==> src/rtl/mac_array_pkg.sv <==
// Shared types and constants for the MAC array sequencer.
// Holds the FSM state enum, array data widths and the pipeline latencies
// that set the drain length.
package mac_array_pkg;

    typedef enum logic [2:0] {
        IDLE   = 3'd0,
        LOAD_W = 3'd1,
        STREAM = 3'd2,
        DRAIN  = 3'd3,
        FIN    = 3'd4
    } state_e;

    // Array datapath widths.
    localparam int A_W    = 8;
    localparam int W_W    = 8;
    localparam int PSUM_W = 16;

    // Read latency of both SRAMs, in cycles.
    localparam int SRAM_LAT = 1;

    // Cycles the drain counter is loaded with after the last activation read.
    // The counter runs down to zero inclusive, so the drain lasts one cycle
    // longer than this value. That extra cycle covers the SRAM read latency.
    function automatic int drain_len(input int rows, input int cols);
        return rows + cols - 1;
    endfunction

endpackage

==> src/rtl/mac_array_ctrl_if.sv <==
// Job-control and array/SRAM signal bundle for the MAC array sequencer.
// The master modport is the sequencer side, and the slave modport is the
// job-control / array side.
interface mac_array_ctrl_if #(
    parameter int ROWS = 4,
    parameter int COLS = 4,
    parameter int NW   = 8
);
    localparam int RW = (ROWS > 1) ? $clog2(ROWS) : 1;

    logic            START;
    logic [NW-1:0]   N_VEC;
    logic            W_REUSE;
    logic            BUSY;
    logic            DONE;
    logic            W_REN;
    logic [RW-1:0]   W_RADDR;
    logic [ROWS-1:0] W_LOAD;
    logic            A_REN;
    logic [NW-1:0]   A_RADDR;
    logic            ARR_EN;
    logic [COLS-1:0] COL_VALID;
    logic [ROWS-1:0] OUT_VALID;

    modport master (
        input  START, N_VEC, W_REUSE,
        output BUSY, DONE, W_REN, W_RADDR, W_LOAD, A_REN, A_RADDR,
               ARR_EN, COL_VALID, OUT_VALID
    );

    modport slave (
        output START, N_VEC, W_REUSE,
        input  BUSY, DONE, W_REN, W_RADDR, W_LOAD, A_REN, A_RADDR,
               ARR_EN, COL_VALID, OUT_VALID
    );

endinterface

==> src/rtl/mac_valid_skew.sv <==
// Valid shift register with one output tap per stage.
// taps[i] is din delayed by i+1 cycles.
module mac_valid_skew #(
    parameter int DEPTH = 4
) (
    input  logic             CLK,
    input  logic             RST,
    input  logic             din,
    output logic [DEPTH-1:0] taps
);

    // Shift din in at tap 0. The oldest bit falls off the top.
    always_ff @(posedge CLK) begin
        if (RST) begin
            taps <= '0;
        end else begin
            taps <= DEPTH'({taps, din});
        end
    end

endmodule

==> src/rtl/mac_array_ctrl.sv <==
// Sequencer for a ROWS x COLS weight-stationary MAC array.
//
// A job runs through these steps:
//   1. Optionally load the weight rows.
//   2. Stream N_VEC activation vectors.
//   3. Drain the array pipeline, then pulse DONE.
//
// state_q always holds the phase of the current cycle. Each output flop is
// loaded from a decode of the next phase, so every output is registered and
// lines up with the state it belongs to.
//
// The skewed column/row valids come from two chained shift registers that
// are fed by A_REN. Because the chain starts at A_REN, the activation SRAM
// read latency is already included in the skew.
module mac_array_ctrl
    import mac_array_pkg::*;
#(
    parameter int ROWS = 4,
    parameter int COLS = 4,
    parameter int NW   = 8
) (
    input  logic              CLK,
    input  logic              RST,
    mac_array_ctrl_if.master  bus
);

    localparam int RW = (ROWS > 1) ? $clog2(ROWS) : 1;
    localparam int DW = $clog2(drain_len(ROWS, COLS) + 1);

    localparam logic [RW-1:0] ROW_LAST   = RW'(ROWS - 1);
    localparam logic [DW-1:0] DRAIN_INIT = DW'(drain_len(ROWS, COLS));

    state_e          state_q, state_d;
    logic [RW-1:0]   row_q, row_d;
    logic [NW-1:0]   vec_q, vec_d;
    logic [NW-1:0]   nvec_q, nvec_d;
    logic [DW-1:0]   drain_q, drain_d;

    logic            busy_q, busy_d;
    logic            done_q, done_d;
    logic            w_ren_q, w_ren_d;
    logic [RW-1:0]   w_raddr_q, w_raddr_d;
    logic [ROWS-1:0] w_load_q, w_load_d;
    logic            a_ren_q, a_ren_d;
    logic [NW-1:0]   a_raddr_q, a_raddr_d;
    logic            arr_en_q, arr_en_d;

    logic [COLS-1:0] col_valid;
    logic [ROWS-1:0] out_valid;

    // Next phase, counter updates and next-cycle output decode.
    always_comb begin
        state_d   = state_q;
        row_d     = row_q;
        vec_d     = vec_q;
        nvec_d    = nvec_q;
        drain_d   = drain_q;

        case (state_q)
            IDLE: begin
                if (bus.START) begin
                    nvec_d  = bus.N_VEC;
                    row_d   = '0;
                    vec_d   = '0;
                    drain_d = '0;
                    if (bus.N_VEC == '0) begin
                        state_d = FIN;
                    end else if (bus.W_REUSE) begin
                        state_d = STREAM;
                    end else begin
                        state_d = LOAD_W;
                    end
                end
            end
            LOAD_W: begin
                if (row_q == ROW_LAST) begin
                    state_d = STREAM;
                    vec_d   = '0;
                end else begin
                    row_d = row_q + RW'(1);
                end
            end
            STREAM: begin
                if (vec_q == nvec_q - NW'(1)) begin
                    state_d = DRAIN;
                    drain_d = DRAIN_INIT;
                end else begin
                    vec_d = vec_q + NW'(1);
                end
            end
            DRAIN: begin
                if (drain_q == '0) begin
                    state_d = FIN;
                end else begin
                    drain_d = drain_q - DW'(1);
                end
            end
            FIN: begin
                state_d = IDLE;
            end
            default: begin
                state_d = IDLE;
            end
        endcase

        busy_d    = (state_d != IDLE);
        done_d    = (state_d == FIN);
        w_ren_d   = (state_d == LOAD_W);
        w_raddr_d = w_ren_d ? row_d : '0;
        a_ren_d   = (state_d == STREAM);
        a_raddr_d = a_ren_d ? vec_d : '0;
        // The array stays enabled from the first activation arrival (one
        // cycle after the first read) until the end of the drain.
        arr_en_d  = (state_d == DRAIN) || ((state_d == STREAM) && (vec_d != '0));
        // Weight data arrives one cycle after its read. Strobe the matching row.
        w_load_d  = w_ren_q ? (ROWS'(1) << w_raddr_q) : '0;
    end

    // Phase and counter registers.
    always_ff @(posedge CLK) begin
        if (RST) begin
            state_q <= IDLE;
            row_q   <= '0;
            vec_q   <= '0;
            nvec_q  <= '0;
            drain_q <= '0;
        end else begin
            state_q <= state_d;
            row_q   <= row_d;
            vec_q   <= vec_d;
            nvec_q  <= nvec_d;
            drain_q <= drain_d;
        end
    end

    // Output registers.
    always_ff @(posedge CLK) begin
        if (RST) begin
            busy_q    <= 1'b0;
            done_q    <= 1'b0;
            w_ren_q   <= 1'b0;
            w_raddr_q <= '0;
            w_load_q  <= '0;
            a_ren_q   <= 1'b0;
            a_raddr_q <= '0;
            arr_en_q  <= 1'b0;
        end else begin
            busy_q    <= busy_d;
            done_q    <= done_d;
            w_ren_q   <= w_ren_d;
            w_raddr_q <= w_raddr_d;
            w_load_q  <= w_load_d;
            a_ren_q   <= a_ren_d;
            a_raddr_q <= a_raddr_d;
            arr_en_q  <= arr_en_d;
        end
    end

    // Column valid k is the activation read delayed by 1+k cycles.
    mac_valid_skew #(.DEPTH(COLS)) u_col_skew (
        .CLK  (CLK),
        .RST  (RST),
        .din  (a_ren_q),
        .taps (col_valid)
    );

    // Row results leave the right edge after the full column skew, plus r cycles.
    mac_valid_skew #(.DEPTH(ROWS)) u_row_skew (
        .CLK  (CLK),
        .RST  (RST),
        .din  (col_valid[COLS-1]),
        .taps (out_valid)
    );

    assign bus.BUSY      = busy_q;
    assign bus.DONE      = done_q;
    assign bus.W_REN     = w_ren_q;
    assign bus.W_RADDR   = w_raddr_q;
    assign bus.W_LOAD    = w_load_q;
    assign bus.A_REN     = a_ren_q;
    assign bus.A_RADDR   = a_raddr_q;
    assign bus.ARR_EN    = arr_en_q;
    assign bus.COL_VALID = col_valid;
    assign bus.OUT_VALID = out_valid;

endmodule
==> src/flat_wrapper.sv <==
// flat-port wrapper written by rule: the top's interface ports become plain ports
module mac_array_ctrl_flat import mac_array_pkg::*;
#(
    parameter int ROWS = 4,
    parameter int COLS = 4,
    parameter int NW   = 8
)
  (CLK, RST, bus_START, bus_N_VEC, bus_W_REUSE, bus_BUSY, bus_DONE, bus_W_REN, bus_W_RADDR, bus_W_LOAD, bus_A_REN, bus_A_RADDR, bus_ARR_EN, bus_COL_VALID, bus_OUT_VALID);
  mac_array_ctrl_if #(.ROWS(ROWS), .COLS(COLS), .NW(NW)) bus_i ();
  input  logic CLK;
  input  logic RST;
  input wire logic [$bits(bus_i.START)-1:0] bus_START;
  input wire logic [$bits(bus_i.N_VEC)-1:0] bus_N_VEC;
  input wire logic [$bits(bus_i.W_REUSE)-1:0] bus_W_REUSE;
  output wire logic [$bits(bus_i.BUSY)-1:0] bus_BUSY;
  output wire logic [$bits(bus_i.DONE)-1:0] bus_DONE;
  output wire logic [$bits(bus_i.W_REN)-1:0] bus_W_REN;
  output wire logic [$bits(bus_i.W_RADDR)-1:0] bus_W_RADDR;
  output wire logic [$bits(bus_i.W_LOAD)-1:0] bus_W_LOAD;
  output wire logic [$bits(bus_i.A_REN)-1:0] bus_A_REN;
  output wire logic [$bits(bus_i.A_RADDR)-1:0] bus_A_RADDR;
  output wire logic [$bits(bus_i.ARR_EN)-1:0] bus_ARR_EN;
  output wire logic [$bits(bus_i.COL_VALID)-1:0] bus_COL_VALID;
  output wire logic [$bits(bus_i.OUT_VALID)-1:0] bus_OUT_VALID;
  assign bus_i.START = bus_START;
  assign bus_i.N_VEC = bus_N_VEC;
  assign bus_i.W_REUSE = bus_W_REUSE;
  assign bus_BUSY = bus_i.BUSY;
  assign bus_DONE = bus_i.DONE;
  assign bus_W_REN = bus_i.W_REN;
  assign bus_W_RADDR = bus_i.W_RADDR;
  assign bus_W_LOAD = bus_i.W_LOAD;
  assign bus_A_REN = bus_i.A_REN;
  assign bus_A_RADDR = bus_i.A_RADDR;
  assign bus_ARR_EN = bus_i.ARR_EN;
  assign bus_COL_VALID = bus_i.COL_VALID;
  assign bus_OUT_VALID = bus_i.OUT_VALID;
  mac_array_ctrl #(.ROWS(ROWS), .COLS(COLS), .NW(NW)) u_core (.CLK(CLK), .RST(RST), .bus(bus_i));
endmodule
==> config.mk <==
export PLATFORM = sky130hd
export DESIGN_NAME = mac_array_ctrl_flat
export DESIGN_NICKNAME = d
export VERILOG_FILES = /design/src/rtl/mac_array_pkg.sv /design/src/rtl/mac_array_ctrl_if.sv /design/src/rtl/mac_valid_skew.sv /design/src/rtl/mac_array_ctrl.sv /design/src/flat_wrapper.sv
export SDC_FILE = /design/constraint.sdc
export NUM_CORES = 1
export LEC_CHECK = 0
export BUFFER_PORTS_ARGS = -buffer_cell sky130_fd_sc_hd__buf_2
export CORE_MARGIN = 5
export CORE_UTILIZATION = 50
export CTS_CLUSTER_SIZE = 30
export DETAILED_ROUTE_END_ITERATION = 7
export PLACE_DENSITY = 0.72
export SYNTH_ARGS = -nofsm -noshare
export SYNTH_HDL_FRONTEND = slang
export SYNTH_SLANG_ARGS = --single-unit
==> constraint.sdc <==
create_clock -name CLK -period 2.3 [get_ports CLK]
set_clock_uncertainty 0.05 [all_clocks]
set_input_delay 0.115 -clock CLK [delete_from_list [all_inputs] [get_ports CLK]]
set_output_delay 0.115 -clock CLK [all_outputs]
set_load 0.005 [all_outputs]
==> results of run 1 <==
flip-flops by register name, indices dropped and copies added (netlist names):
name and cells:
u_core.bus.ARR_EN 1, u_core.nvec_q 8, u_core.bus.W_LOAD 4, u_core.vec_q 8
u_core.row_q 2, u_core.state_q 3, u_core.bus.W_REN 1, u_core.bus.A_REN 1
u_core.drain_q 3, u_core.u_row_skew.taps 4, u_core.bus.BUSY 1, u_core.bus.W_RADDR 2
u_core.u_col_skew.taps 4, u_core.bus.DONE 1, u_core.bus.A_RADDR 8
cells by family (layout without fill, tap and decap cells):
| group | count (synthesis) | in the layout | synth area share, % |
|---|---|---|---|
| AND/OR/NAND/NOR | 118 | 118 | 27.6 |
| AO/OA/AOI/OAI | 60 | 60 | 17.8 |
| flip-flops | 51 | 51 | 43.0 |
| buffers and inverters | 21 | 85 | 4.37 |
| XOR/XNOR | 12 | 12 | 4.74 |
| adder cells (fa/ha/maj) | 4 | 4 | 2.11 |
| multiplexers | 1 | 1 | 0.422 |
metrics by stage:
| stage | utilization (%) | setup TNS [ns] | cell area (sq um) |
|---|---|---|---|
| finish | 66.0 | -0.180 | 3080 |
| global route | 66.0 | -1.10 | 3080 |
| CTS | 64.5 | -0.00103 | 3000 |
| detailed placement | 58.9 | -0.330 | 2750 |
| global placement | 58.9 | -0.0642 | 2750 |
| floorplan | - | 0 | 2380 |
cells in the final DEF, fill, tap and decap left out, types with 3 or more instances in the layout:
| cell | Yosys | routed |
|---|---|---|
| nand2_1 | 32 | 32 |
| nor3_1 | 4 | 4 |
| buf_2 | 2 | 38 |
| and3_1 | 3 | 3 |
| clkbuf_8 | 0 | 5 |
| dfxtp_1 | 51 | 45 |
| nand3_1 | 6 | 5 |
| o21ai_0 | 8 | 8 |
| a31oi_1 | 3 | 3 |
| a22oi_1 | 3 | 3 |
| buf_4 | 2 | 22 |
| inv_1 | 9 | 7 |
| a21oi_1 | 16 | 16 |
| nor2b_1 | 13 | 13 |
| nor2_1 | 29 | 26 |
| dfxtp_4 | 0 | 3 |
| ha_1 | 4 | 3 |
| dlygate4sd3_1 | 0 | 5 |
| xor2_1 | 6 | 6 |
| xnor2_1 | 5 | 4 |
| a22o_1 | 3 | 3 |
| nor4b_1 | 3 | 3 |
| dfxtp_2 | 0 | 3 |
cell type report:
| cell class | count | area [sq um] | area share [%] |
|---|---|---|---|
| Multi-Input combinational cell | 195 | 1370 | 44.7 |
| Sequential cell | 51 | 1040 | 33.7 |
| Timing Repair Buffer | 68 | 448 | 14.6 |
| Clock inverter | 3 | 47.5 | 1.55 |
| Tap cell | 54 | 67.6 | 2.20 |
| Inverter | 9 | 33.8 | 1.10 |
| Clock buffer | 5 | 68.8 | 2.24 |
routing by layer:
layer  global-route usage [%]  vias up  share of wire [%]
met4                     8.59        0                3.3
met3                     4.31       25                5.5
met1                     22.0     1021                 43
met5                        0        -                  0
li1                         -     1062                  -
met2                     32.9       77                 48
final timing paths:
path	end	startpoint	slack, ns
hold / removal	u_core.nvec_q[1]	bus_N_VEC[1]	0.005
setup / recovery	u_core.bus.ARR_EN	u_core.nvec_q[1]	-0.09
setup reg to reg	u_core.bus.ARR_EN	u_core.nvec_q[1]	-0.09
hold reg to reg	u_core.u_row_skew.taps[0]	u_core.u_col_skew.taps[3]	0.42
power by group:
| part | internal (mW) | leakage, nW | switching (mW) |
|---|---|---|---|
| Clock | 0.330 | 0.0587 | 0.311 |
| Sequential | 0.911 | 0.417 | 0.0276 |
| Combinational | 0.185 | 0.847 | 0.199 |
timing repair:
item                                    4_1_cts  5_1_grt
buffers inserted                              2        1
endpoints found under the setup margin       13       19
endpoints found under the hold margin         5        0
resized for setup                            18       15
pin swaps                                    14        9
hold buffers                                  5        0
critical path, stage by stage, from the launching register on:
cell      delay, ns
dfxtp_2        0.34
inv_2          0.04
ha_4           0.17
o21bai_4       0.18
a211oi_4       0.30
a211oi_4       0.07
o21ai_4        0.25
buf_6          0.18
a21oi_4        0.06
a221o_1        0.27
nor4_2         0.24
a31oi_1        0.12
==> impl_metrics.csv, run 1 <==
group,metric,value,unit
outcome,status,"finished with violations",
outcome,violations,"setup timing",
setup_path,path_class,"flip-flop to flip-flop",
synth,yosysMostFrequentCell,"dfxtp_1",
final_layout,drive_above_1_share,33.8,%
setup_path,cp.arrival,2.52,ns
final_layout,nets,346,
pwr,power_leakage,1.32,nW
synth,synth.area.top_cells,"dfxtp_1, nand2_1, nor2_1",
synth,synthTopCellsByCount,"dfxtp_1, nand2_1, nor2_1",
timing,layout_min_cycle_time,2.39,ns
floorplanning,initial_core_util,51.0,%
timing,slew_headroom,56.4,%
final_layout,antenna_cells,0,
setup_path,end_kind,"flip-flop",
floorplanning,die_area,6230,sq um
hold_path,hold_class,"primary input to flip-flop",
clock_network,clock_path_buffers,2,
setup_path,critPathLaunchType,"flip-flop",
grt,antenna_found_initial,0,
routing,dr_total_vias,2185,
timing,finalSetupViolCount,3,
floorplanning,die_x,78.9,microns
final_layout,fillers,366,
synth,post_synth_num_cell_types,65,
grt,grtUsageTotal,18.9,%
grt,grt_max_degree,39,
synth,synthArstFlopShare,0,%
timing,tightest_slew,0.654,ns
grt,grt_pass1_wl,9430,microns
clock_network,numCtsBuffers,5,
pwr,total_power,1.96,mW
routing,wl_per_cell,15.0,microns
clock_network,clk-insertion-delay-late,0.31,ns
routing,ant_nets,0,
synth,seq_area_frac_synth,43.0,%
synth,yosysWarnings,0,
hold_path,whs_path_depth,3,
synth,yosys_most_used_dff,"dfxtp_1",
pwr,power_density,639,nW/um^2
floorplanning,rows,25,
floorplanning,core,4660,sq um
synth,syn_avg_cell_area,8.89,sq um
routing,drt-pass1-iter-count,5,
setup_path,rr_worst_depth,11,
routing,drc,0,
timing,fmax,418,MHz
clock_network,htreeDepth,2,
routing,drt_iter0_drc,136,
place,dp.cells,369,
timing,setup_slack,-0.0901,ns
floorplanning,pin_count,39,
place,dp_worst_setup_slack,-0.150,ns
floorplanning,die_h,78.9,microns
place,place.gp.congestion,0.940,
final_layout,area_delta_synth_final,29.5,%
clock_network,cts_tree,"done",
timing,rsz0062_at_grt,"yes",
setup_path,cp_max_fo,7,
grt,grt_pass1_vias,2129,
place,dp_hpwl,3850,microns
setup_path,worstPathRequired,2.43,ns
routing,routed_wl,5760,microns
pwr,ir_worst_vdd,364,uV
grt,overflow,0,
clock_network,clkSinkCount,51,
synth,synthCells,267,
timing,hold_viol_final,0,
clock_network,cts.clk_slew.worst_paths,0.09,ns
synth,syn_area,2370,sq um
timing,slew_violations,0,
timing,fin_crit_sh,104,%
synth,synth-edff-count,0,
routing,via_per_inst,5.68,
final_layout,finalNonFillerCells,385,
place,numPortBuffers,38,
clock_network,cts_root_buf,"clkbuf_8",
synth,ys_ff_latch,51,
timing,hold_ws,0.00549,ns
synth,syn_nets,283,
synth,yosys.area.top_type_share,43.0,%
flow_run,maxCapViolCount,0,
synth,yosysTopAreaCell,"dfxtp_1",
Note: power is estimated with default switching activity, not from simulation.
==> inputs of run 2 (changes only) <==
--- a/config.mk
+++ b/config.mk
@@ -6,11 +6,11 @@
 export NUM_CORES = 1
 export LEC_CHECK = 0
 export BUFFER_PORTS_ARGS = -buffer_cell sky130_fd_sc_hd__buf_2
-export CORE_MARGIN = 5
-export CORE_UTILIZATION = 50
+export CORE_MARGIN = 10
+export CORE_UTILIZATION = 38
 export CTS_CLUSTER_SIZE = 30
 export DETAILED_ROUTE_END_ITERATION = 7
-export PLACE_DENSITY = 0.72
+export PLACE_DENSITY = 0.57
 export SYNTH_ARGS = -nofsm -noshare
 export SYNTH_HDL_FRONTEND = slang
 export SYNTH_SLANG_ARGS = --single-unit
==> constraint.sdc (replaced) <==
create_clock -name CLK -period 2.3 [get_ports CLK]
set_clock_uncertainty 0.05 [all_clocks]
set_input_delay 0.345 -clock CLK [delete_from_list [all_inputs] [get_ports CLK]]
set_output_delay 0.345 -clock CLK [all_outputs]
set_load 0.005 [all_outputs]
==> run 2 against run 1 <==
Net effect:
- sequential share of layout area shrank 0.50 points
- the run still ends with setup timing left
- highest routed layer unchanged
- first-iteration DRC count shrank 18%
- clock power increased by 1%
- non-clock buffer count up 8
- routed wire length rose by 4.0%
==> impl_metrics.csv, run 2 (same netlist as run 1, synthesis figures left out) <==
group,metric,value,unit
clock_network,clk-insertion-delay-late,0.31,ns
final_layout,area_delta_synth_final,30.7,%
floorplanning,initial_core_util,39.6,%
setup_path,cp_cell_sequence,"inv_2 -> ha_4 -> nor3b_4 -> xnor2_1 -> or3b_1 -> o21ai_4 -> buf_4 -> a2111o_1 -> o211ai_2 -> nor4_2 -> a31oi_1",
timing,fin_crit_sh,103,%
clock_network,cts_tree,"done",
final_layout,nets,354,
setup_path,end_kind,"flip-flop",
routing,drc,0,
timing,setup_slack,-0.0699,ns
grt,grtUsageTotal,11.7,%
timing,finalSetupViolCount,2,
pwr,power_density,630,nW/um^2
pwr,pwr-share-seq,48.0,%
timing,slew_headroom,55.2,%
floorplanning,die_area,9810,sq um
routing,drt-pass1-iter-count,4,
place,dp_worst_setup_slack,-0.194,ns
place,dp_hpwl,4360,microns
floorplanning,pin_count,39,
timing,setup_tns,-0.0740,ns
timing,fmax,422,MHz
setup_path,ff2ff_setup_slack,-0.07,ns
routing,wl_per_cell,14.5,microns
place,place.gp.congestion,0.862,
pwr,ir_worst_vdd,282,uV
final_layout,mostFrequentLayoutCell,"dfxtp_1",
routing,via_per_inst,5.09,
pwr,pwr-share-clk,33.2,%
final_layout,antenna_cells,0,
timing,rsz0062_at_grt,"yes",
clock_network,cts.clk_slew.worst_paths,0.10,ns
outcome,status,"finished with violations",
floorplanning,die_h,99.1,microns
routing,ant_nets,0,
setup_path,slowest_delay,0.40,ns
timing,hold_ws,0.215,ns
pwr,p_sw,0.532,mW
setup_path,path_class,"flip-flop to flip-flop",
grt,overflow,0,
place,numPortBuffers,38,
routing,dr_total_vias,2107,
pwr,p_comb_share,18.8,%
pwr,p_int,1.42,mW
setup_path,cp.arrival,2.52,ns
hold_path,hold_class,"primary input to flip-flop",
routing,drt_iter0_drc,111,
timing,layout_min_cycle_time,2.37,ns
clock_network,clock_path_buffers,2,
final_layout,final_util,51.8,%
timing,slew_violations,0,
pwr,sw_frac_of_total,27.2,%
grt,grt_max_degree,39,
timing,hold_viol_final,0,
setup_path,critical-path-top-delay-family,"simple AND/OR/NAND/NOR gates",
setup_path,cp_max_fo,6,
flow_run,maxCapViolCount,0,
clock_network,clkSinkCount,51,
setup_path,critPathSlowestCell,"or3b_1",
routing,routed_wl,5990,microns
pwr,power_leakage,1.35,nW
clock_network,cts_root_buf,"clkbuf_8",
setup_path,path_buf_inv,2,
grt,grt_pass1_vias,2026,
setup_path,critPathLaunchType,"flip-flop",
clock_network,holdBufCountCts,0,
outcome,violations,"setup timing",
clock_network,numCtsBuffers,5,
floorplanning,die_x,99.1,microns
floorplanning,core,5990,sq um
floorplanning,rows,28,
grt,grt_pass1_wl,9700,microns
timing,tightest_slew,0.672,ns
final_layout,drive_above_1_share,35.1,%
setup_path,worstPathRequired,2.45,ns
final_layout,final_cell_mix,"dfxtp_1, buf_2, buf_4, nand2_1, nor2_1",
grt,antenna_found_initial,0,
clock_network,htreeDepth,2,
-- run 2: worst register-to-register path, cell delays in order (launching register included) --
cell and delay [ns]:
dfxtp_2 0.34, inv_2 0.04, ha_4 0.16, nor3b_4 0.15, xnor2_1 0.11, or3b_1 0.40, o21ai_4 0.14, buf_4 0.17
a2111o_1 0.17, o211ai_2 0.11, nor4_2 0.30, a31oi_1 0.12
-- run 2: per-stage QoR --
| stage | cell area [sq um] | power [mW] | std cells |
|---|---|---|---|
| CTS | 3020 | 1.96 | 411 |
| detailed placement | 2860 | 1.29 | 402 |
| global route | 3100 | 2.05 | 414 |
| floorplan | 2380 | 1.17 | 267 |
| finish | 3100 | 1.95 | 414 |
| global placement | 2860 | 1.29 | 402 |
-- run 2: repair_timing --
item                                    CTS  global route
endpoints found under the hold margin     0             0
cloned                                    0             0
resized for setup                         9            13
buffers inserted                          1             3
pin swaps                                 7             7
endpoints found under the setup margin   16            23
-- run 2: per-layer routing --
layer	GRT usage [%]	up-vias	routed length [microns]
li1	-	1070	-
met1	14.8	965	2680
met2	18.2	61	2760
met3	4.05	11	463
met4	3.86	0	88
met5	0	-	0
-- run 2: layout make-up --
type,instances,area (sq um)
Timing Repair Buffer,76,499
Fill cell,560,2890
Tap cell,75,93.8
Multi-Input combinational cell,195,1330
Inverter,9,33.8
Clock buffer,5,68.8
Clock inverter,3,47.5
Sequential cell,51,1030
-- run 2: path summary, 6_finish.rpt --
path,from,to,cells after the start
max,u_core.nvec_q[0],u_core.bus.ARR_EN,11
min,bus_N_VEC[2],u_core.nvec_q[2],3
max reg2reg,u_core.nvec_q[0],u_core.bus.ARR_EN,11
min reg2reg,u_core.u_col_skew.taps[1],u_core.u_col_skew.taps[2],1
-- run 2: power groups by stage --
stage	logic, mW	clock network, mW	registers, mW
floorplan	0.207	0	0.958
global placement	0.329	0	0.957
detailed placement	0.330	0	0.958
CTS	0.346	0.676	0.939
global route	0.405	0.704	0.943
finish	0.368	0.648	0.938
==> inputs of run 3 (changes only) <==
--- a/config.mk
+++ b/config.mk
@@ -8,8 +8,10 @@
 export BUFFER_PORTS_ARGS = -buffer_cell sky130_fd_sc_hd__buf_2
 export CORE_MARGIN = 10
 export CORE_UTILIZATION = 38
+export CTS_BUF_LIST = sky130_fd_sc_hd__clkbuf_4 sky130_fd_sc_hd__clkbuf_8
 export CTS_CLUSTER_SIZE = 30
 export DETAILED_ROUTE_END_ITERATION = 7
+export GPL_TIMING_DRIVEN = 0
 export PLACE_DENSITY = 0.57
 export SYNTH_ARGS = -nofsm -noshare
 export SYNTH_HDL_FRONTEND = slang
==> run 3 against run 2 <==
Net effect:
- maximum frequency is 0.90% higher
- sequential share of layout area is 1.5 points higher
- worst hold slack hardly changed
- clock power fell by 16%
- first-iteration DRC count decreased by 20%
- setup slack gained 0.021 ns
- critical path depth unchanged
- the run still ends with setup timing left
- die area stayed put
- sequential power hardly changed
- global-route usage fell by 0.088 points
- register-to-register slack improved by 0.02 ns
==> impl_metrics.csv, run 3 (same netlist as run 1, synthesis figures left out) <==
group,metric,value,unit
hold_path,whs_path_depth,3,
final_layout,area_delta_synth_final,26.1,%
final_layout,fillers,574,
place,numPortBuffers,38,
grt,antenna_found_initial,0,
routing,dr_total_vias,2065,
setup_path,worstPathRequired,2.45,ns
pwr,sw_frac_of_total,29.6,%
clock_network,cts_root_buf,"clkbuf_8",
routing,drt-pass1-iter-count,4,
clock_network,numCtsBuffers,5,
hold_path,min-delay-start,"bus_N_VEC[3]",
grt,grtUsageTotal,11.7,%
pwr,p_int,1.30,mW
timing,setup_slack,-0.0488,ns
floorplanning,die_h,99.1,microns
place,dp_hpwl,4200,microns
routing,routed_wl,5700,microns
final_layout,antenna_cells,0,
hold_path,min_to,"u_core.nvec_q[3]",
floorplanning,core,5990,sq um
pwr,power_density,617,nW/um^2
final_layout,nets,337,
pwr,pwr-share-clk,29.6,%
routing,drt_iter0_drc,89,
final_layout,drive_above_1_share,33.5,%
clock_network,clkSinkCount,51,
setup_path,cp_max_fo,5,
timing,hold_viol_final,0,
timing,layout_min_cycle_time,2.35,ns
clock_network,htreeDepth,2,
setup_path,cp.arrival,2.49,ns
floorplanning,die_area,9810,sq um
setup_path,rr_worst_depth,11,
floorplanning,die_x,99.1,microns
outcome,status,"finished with violations",
timing,rsz0062_at_grt,"yes",
flow_run,maxCapViolCount,0,
pwr,p_sw,0.548,mW
setup_path,end_kind,"flip-flop",
routing,ant_nets,0,
clock_network,cts.clk_slew.worst_paths,0.10,ns
pwr,total_power,1.85,mW
timing,tightest_slew,0.527,ns
routing,via_per_inst,5.20,
floorplanning,initial_core_util,39.6,%
clock_network,clock_path_buffers,2,
floorplanning,rows,28,
timing,fin_crit_sh,102,%
grt,grt_max_degree,19,
setup_path,critPathLaunchType,"flip-flop",
grt,overflow,0,
timing,fmax,426,MHz
pwr,p_comb_share,19.6,%
final_layout,mostFrequentLayoutCell,"dfxtp_1",
setup_path,timing.rr.end,"u_core.bus.ARR_EN",
grt,grt_pass1_wl,9710,microns
setup_path,ff2ff_setup_slack,-0.05,ns
final_layout,final_cell_mix,"dfxtp_1, buf_2, nand2_1, nor2_1, a21oi_1",
place,place.gp.congestion,0.791,
place,dp_worst_setup_slack,-0.281,ns
pwr,ir_worst_vdd,395,uV
setup_path,path_class,"flip-flop to flip-flop",
setup_path,r2r-start,"u_core.nvec_q[0]",
outcome,violations,"setup timing",
timing,slew_violations,0,
clock_network,clk-insertion-delay-late,0.31,ns
timing,finalSetupViolCount,3,
routing,drc,0,
grt,grt_pass1_vias,2067,
floorplanning,pin_count,39,
timing,slew_headroom,64.8,%
pwr,pwr-share-seq,50.8,%
hold_path,hold_class,"primary input to flip-flop",
clock_network,cts_tree,"done",
pwr,power_leakage,1.25,nW
routing,wl_per_cell,14.4,microns
## run 3: cell count changes in the layout (fill, tap and decap cells not counted), moves of 2 or more
cell,change
dfxtp_1,-2
clkbuf_1,+6
dfxtp_4,+3
nor3_1,-2
buf_4,-24
nand3_1,-2
buf_2,+2
## run 3: worst max-delay path, cell delays in order, from the launching register on
cell and delay (ns):
dfxtp_4 0.36, inv_2 0.04, ha_4 0.16, nor3b_4 0.15
xnor2_1 0.12, or3b_4 0.38, o21ai_4 0.10, buf_6 0.16
a2111o_1 0.16, o211ai_1 0.11, nor4_2 0.32, a31oi_1 0.12
## run 3: how the worst max path moves through the flow
stage | start | to | depth (start not counted)
global route | u_core.nvec_q[2] | u_core.bus.ARR_EN | 9
detailed placement | u_core.state_q[2] | u_core.bus.A_RADDR[4] | 8
floorplan | u_core.nvec_q[0] | u_core.bus.ARR_EN | 11
finish | u_core.nvec_q[0] | u_core.bus.ARR_EN | 11
global placement | u_core.nvec_q[0] | u_core.bus.ARR_EN | 11
CTS | u_core.nvec_q[0] | u_core.bus.ARR_EN | 11
## run 3: cell type report
cell class | instances | area [sq um] | area share (%)
inverters | 9 | 33.8 | 1.13
clock inverters | 3 | 28.8 | 0.961
plain buffers | 11 | 67.6 | 2.26
well taps | 75 | 93.8 | 3.13
repair buffers | 48 | 260 | 8.69
clock buffers | 5 | 68.8 | 2.30
multi-input cells | 195 | 1400 | 46.8
flip-flops and latches | 51 | 1040 | 34.7
## run 3: metrics by stage
stage               setup TNS (ns)  util [%]  instance area, sq um  std cells  hold WS, ns
finish                      -0.115      50.0                  2990        397        0.215
global route                -0.541      50.0                  2990        397        0.231
CTS                        -0.0388      48.5                  2910        394        0.217
detailed placement           -3.11      44.5                  2660        380        0.401
global placement             -2.67      44.5                  2660        380        0.388
floorplan                        0         -                  2380        267        0.389
## run 3: per-layer routing
| metal | GRT usage, % | share of wire (%) | wire length [microns] |
|---|---|---|---|
| met1 | 13.6 | 45 | 2570 |
| met2 | 19.5 | 47 | 2710 |
| met3 | 3.77 | 6.1 | 350 |
| met4 | 3.97 | 1.2 | 66 |
| met5 | 0 | 0 | 0 |
## run 3: power groups by stage
stage	Sequential, mW	Clock [mW]	Combinational, mW
detailed placement	0.963	0	0.281
finish	0.939	0.546	0.363
CTS	0.943	0.573	0.334
global placement	0.962	0	0.277
floorplan	0.958	0	0.207
global route	0.944	0.603	0.397
## run 3: timing repair
action | CTS | global route
setup endpoints to repair | 16 | 20
cloned | 2 | 0
buffers inserted | 5 | 3
gates resized for setup | 23 | 17
hold buffers | 0 | 0
pin swaps | 9 | 6
